==> config.mk <==
export PLATFORM = sky130hd
export DESIGN_NAME = product_accumulator
export DESIGN_NICKNAME = d
export VERILOG_FILES = /design/src/rtl/product_accumulator.sv
export SDC_FILE = /design/constraint.sdc
export NUM_CORES = 1
export LEC_CHECK = 0
export CAP_MARGIN = 30
export CORE_MARGIN = 3
export CORE_UTILIZATION = 53
export CTS_BUF_LIST = sky130_fd_sc_hd__clkbuf_16
export DETAILED_ROUTE_END_ITERATION = 7
export GPL_TIMING_DRIVEN = 0
export PLACE_DENSITY = 0.79
export SLEW_MARGIN = 20
export SYNTH_ARGS = -nofsm -noshare
export SYNTH_HDL_FRONTEND = slang
export SYNTH_SLANG_ARGS = --single-unit
==> constraint.sdc <==
create_clock -name clk -period 2.52 [get_ports clk]
set_clock_uncertainty 0.05 [all_clocks]
set_input_delay 0.504 -clock clk [delete_from_list [all_inputs] [get_ports clk]]
set_output_delay 0.504 -clock clk [all_outputs]
set_load 0.02 [all_outputs]
==> src/rtl/product_accumulator.sv <==
// product_accumulator: sums groups of up to COUNT unsigned products from the
// array multiplier and presents each group sum on a valid/ready output.
// Each group ends after COUNT beats, or earlier on an accepted beat with
// in_last set. Only one group is ever in flight: while a finished result waits
// in HOLD, no input is taken, so a new group cannot start until the consumer
// has taken the previous result.
module product_accumulator #(
  parameter int PROD_W = 8,
  parameter int ACC_W  = 16,
  parameter int COUNT  = 4,
  localparam int CNT_W = $clog2(COUNT + 1)
) (
  input  logic              clk,
  input  logic              rst,
  input  logic              in_valid,
  output logic              in_ready,
  input  logic [PROD_W-1:0] in_product,
  input  logic              in_last,
  output logic              out_valid,
  input  logic              out_ready,
  output logic [ACC_W-1:0]  out_sum,
  output logic [CNT_W-1:0]  out_count,
  output logic              out_overflow
);

  typedef enum logic [0:0] {ACCUM = 1'b0, HOLD = 1'b1} state_t;

  localparam logic [CNT_W-1:0] COUNT_C = CNT_W'(COUNT);

  state_t             state_q;
  logic [ACC_W-1:0]   acc_q;
  logic [CNT_W-1:0]   cnt_q;
  logic               ovf_q;
  logic               out_valid_q;
  logic [ACC_W-1:0]   out_sum_q;
  logic [CNT_W-1:0]   out_count_q;
  logic               out_ovf_q;

  // Post-add values for the current beat; the extra MSB of the sum is the carry.
  logic [ACC_W:0]     add_d;
  logic [ACC_W-1:0]   acc_d;
  logic [CNT_W-1:0]   cnt_d;
  logic               ovf_d;
  logic               grp_end_d;

  // Next accumulator/counter/flag values if this cycle's beat is accepted.
  always_comb begin
    add_d     = {1'b0, acc_q} + {{(ACC_W + 1 - PROD_W){1'b0}}, in_product};
    acc_d     = add_d[ACC_W-1:0];
    ovf_d     = ovf_q | add_d[ACC_W];
    cnt_d     = cnt_q + CNT_W'(1);
    // in_last on the COUNT-th beat is the same group end, not a second one.
    grp_end_d = (cnt_d == COUNT_C) | in_last;
  end

  // Group FSM: accumulate in ACCUM, present the result in HOLD until taken.
  always_ff @(posedge clk or posedge rst) begin
    if (rst) begin
      state_q     <= ACCUM;
      acc_q       <= '0;
      cnt_q       <= '0;
      ovf_q       <= 1'b0;
      out_valid_q <= 1'b0;
      out_sum_q   <= '0;
      out_count_q <= '0;
      out_ovf_q   <= 1'b0;
    end else begin
      case (state_q)
        ACCUM: begin
          if (in_valid) begin
            acc_q <= acc_d;
            cnt_q <= cnt_d;
            ovf_q <= ovf_d;
            if (grp_end_d) begin
              state_q     <= HOLD;
              out_valid_q <= 1'b1;
              out_sum_q   <= acc_d;
              out_count_q <= cnt_d;
              out_ovf_q   <= ovf_d;
            end
          end
        end
        HOLD: begin
          // Result registers keep their value after the handshake; only the
          // running state is cleared for the next group.
          if (out_ready) begin
            state_q     <= ACCUM;
            out_valid_q <= 1'b0;
            acc_q       <= '0;
            cnt_q       <= '0;
            ovf_q       <= 1'b0;
          end
        end
        default: state_q <= ACCUM;
      endcase
    end
  end

  assign in_ready     = (state_q == ACCUM);
  assign out_valid    = out_valid_q;
  assign out_sum      = out_sum_q;
  assign out_count    = out_count_q;
  assign out_overflow = out_ovf_q;

endmodule

==> results by group <==
Status
  – Status: finished clean

Global routing
  – Largest net degree at the start of global routing: 23
  – First-pass GRT wire length: a little over 8000 um
  – Total gr overflow: 0
  – GRT Util Overall: slightly above 20%
  – Antenna violations before repair: 0
  – Number of global-route vias before repair: 1,767

Setup path
  – Worst Path Arrival: between 2 and 3 ns
  – Worst reg-to-reg path cell count: 7
  – R2R Path Start: acc_q[0]
  – R2R setup slack: ~0.38 ns
  – Critical path's slowest cell: clkdlybuf4s50_1
  – Crit path from: in_product[0]
  – Critical R2R Capture: acc_q[12]
  – Worst Setup End Kind: register
  – Startpoint Class: primary input
  – Worst setup endpoint: acc_q[12]
  – CP max FO: 5
  – Req. time, crit path: 2.65 ns
  – Crit-path max cell delay: 0.40 ns
  – Critical path class: primary input to register
  – Critical path cell sequence: clkdlybuf4s50_1 -> ha_1 -> fa_2 -> a211oi_2 -> o21a_2 -> a21oi_1 -> nor3b_1 -> a21o_1

STA
  – Tmin final: approximately 2.4 ns
  – Final Max Tran Viols: 0
  – Hold Vio Cnt, Final: 0
  – Setup Viol. Count Final: 0
  – Slew HR: a little under two thirds
  – Final hold slack: approximately 0.42 ns
  – F_max: between 0.4 and 0.5 GHz
  – RSZ-0062 raised after global routing: no
  – Setup TNS: 0 ns
  – Fin crit share: 95.2%
  – Least-Margin Pin Slew: 0.546 ns

Power
  – Sequential cell fraction of total power: about a third
  – Clock share of power: roughly a quarter
  – Internal Power: approximately 2 mW
  – Worst VDD drop: ~0.00059 V
  – P_sw: 1.15 mW
  – Power share of the combinational group: a little over two fifths
  – Net Sw Frac: 36.6%
  – Pwr dens: roughly 1100 nW/um^2
  – Pleak: between 1 and 1.5 nW

Placement
  – DP Cell Count: approximately 310
  – IO Port Bufs: 34
  – Gpl congestion: 0.817
  – Dpl hpwl: 3420 um

Die
  – FP Rows: 23
  – Die H: 71.2 um
  – Die width: just over 70 um
  – Full die area: between 5000 and 6000 um^2
  – I/O pin count: 35
  – Core Area: approximately 4100 um^2
  – Initial Util: between 50% and 60%

Logic synthesis
  – Syn avg cell area: 9.97 um^2
  – Synthesis-stage register bit count: 42
  – Cell variety after synth: 45
  – Main flop type after synthesis: dfrtp_1
  – Post-synth net total: 250
  – Post-synth ARST share: 100%
  – Cell Area, Synth: 2250 um^2
  – Synthesized instance count: approximately 230
  – EDFF count, synth: 0
  – Synthesis Warnings: 0
  – Sequential share of the synthesized area: a little under half

Clock tree
  – Cts bufs inserted: 5
  – Worst skew pair latency: a little under 0.3 ns
  – Htree depth: 2
  – CTS Buffer Depth: 2
  – Clk root buf: clkbuf_16
  – Clk pin slew, worst setup/hold paths: 0.06 ns
  – Hold Buf Count CTS: 0
  – CTS tree: done
  – Clk sinks: 42

Final layout
  – Commonest non-fill, non-tap cells in the layout: 50 x nand2_1, 42 x dfrtp_1, 34 x clkdlybuf4s50_1, 17 x o21ai_0, 12 x a21oi_1
  – Diodes inserted: 0
  – Non-Filler Instances: 320
  – Leading cell type in the layout, fill and taps excluded: nand2_1
  – Layout cell share with drive strength beyond 1: between 10% and 20%
  – Area Growth Syn to Fin: 27.3%
  – Layout net count: slightly below 300

Route
  – DR DRC count: 0
  – Vias/cell: about 5.5
  – DR iter-0 viols: around 100
  – Via Count: about 1,800
  – Pre-Repair DR Iteration Count: 4
  – WL/cell: between 15 and 20 um
  – WL final: roughly 4800 um
  – Remaining antenna violation count: 0

Worst hold path
  – Worst hold path class: register to register

Flow run
  – Max cap viols: 0
[Yosys cell counts, types with 2 or more instances]
cell type | n | area [um^2]
nor2_1 | 5 | 18.8
a22o_1 | 11 | 96.3
or4_1 | 2 | 15.0
ha_1 | 10 | 125
o211ai_1 | 5 | 37.5
a211oi_2 | 2 | 25.0
a21oi_2 | 2 | 17.5
clkbuf_1 | 3 | 11.3
nand3_1 | 5 | 25.0
dfrtp_1 | 42 | 1050
a21o_1 | 3 | 22.5
nand2_1 | 50 | 188
xnor2_1 | 9 | 78.8
buf_2 | 2 | 10.0
o21ai_1 | 5 | 25.0
nor3_1 | 2 | 10.0
inv_1 | 4 | 15.0
and2_1 | 2 | 12.5
xor2_1 | 5 | 43.8
nand2b_1 | 2 | 12.5
a21oi_1 | 12 | 60.1
o21ai_0 | 17 | 85.1
a31oi_1 | 2 | 12.5
buf_6 | 3 | 33.8
[per-layer routing]
metal | vias up | share of wire (%) | GRT usage, %
li1 | 883 | - | -
met1 | 829 | 47 | 27.7
met2 | 40 | 47 | 33.8
met3 | 10 | 3.3 | 3.13
met4 | 0 | 2.3 | 8.14
met5 | - | 0 | 0
[metrics by stage]
stage / setup slack (ns) / utilization (%) / total power [mW] / cell area [um^2]
after global placement: -0.257 / 65.4 / 2.31 / 2660
after global routing: 0.0458 / 70.6 / 3.34 / 2870
after detailed placement: -0.301 / 66.1 / 2.36 / 2680
final: 0.120 / 70.6 / 3.13 / 2870
after floorplan: 0.334 / - / 1.93 / 2250
after CTS: 0.00521 / 70.3 / 3.12 / 2850
[how the worst min path moves through the flow]
| stage | startpoint | to | depth (start not counted) |
|---|---|---|---|
| floorplan | ovf_q | ovf_q | 1 |
| global route | out_count[1] | out_count[1] | 2 |
| detailed placement | out_sum[0] | out_sum[0] | 2 |
| global placement | out_sum[0] | out_sum[0] | 2 |
| finish | out_overflow | out_overflow | 2 |
| CTS | out_sum[0] | out_sum[0] | 2 |
[repair_timing]
action                     in CTS  in global routing
setup endpoints to repair       1                  4
resized for setup               0                  2
setup buffers                   0                  1
hold endpoints to repair        0                  0
pin swaps                       1                  1
[flip-flops by register name (all words and copies together) (netlist names)]
signal,count
out_sum,16
acc_q,16
out_valid,1
cnt_q,3
out_overflow,1
state_q,1
ovf_q,1
out_count,3
[power groups by stage]
stage | Combinational, mW | Clock (mW) | Sequential, mW
6_report | 1.37 | 0.747 | 1.01
5_1_grt | 1.53 | 0.780 | 1.04
4_1_cts | 1.35 | 0.756 | 1.01
3_5_place_dp | 1.34 | 0 | 1.02
3_3_place_gp | 1.31 | 0 | 1.01
2_1_floorplan | 0.799 | 0 | 1.13
[layout make-up]
class	count	area, um^2
fill	318	1190
multi-input combinational	171	1130
sequential	42	1050
timing repair buffer	36	375
clock buffer	5	125
buffer	9	67.6
tap	50	62.6
clock inverter	3	43.8
inverter	4	15.0
[logic make-up after synthesis]
logic type	Yosys count	synth area share, %
and+or+nand+nor	75	15.1
AOI/OAI and AO/OA	69	21.8
DFF	42	46.7
xor gates and xnor gates	14	5.44
buffers and inverters	13	3.67
adders and majority gates	11	6.44
muxes	2	0.944
[critical path, delay by kind of cell]
family                   cells  cell delay (ns)
AO/OA/AOI/OAI                4             0.77
adder cells (fa/ha/maj)      2             0.66
AND/OR/NAND/NOR              1             0.19
buffers and inverters        1             0.40
Note: power is estimated with default switching activity, not from simulation.
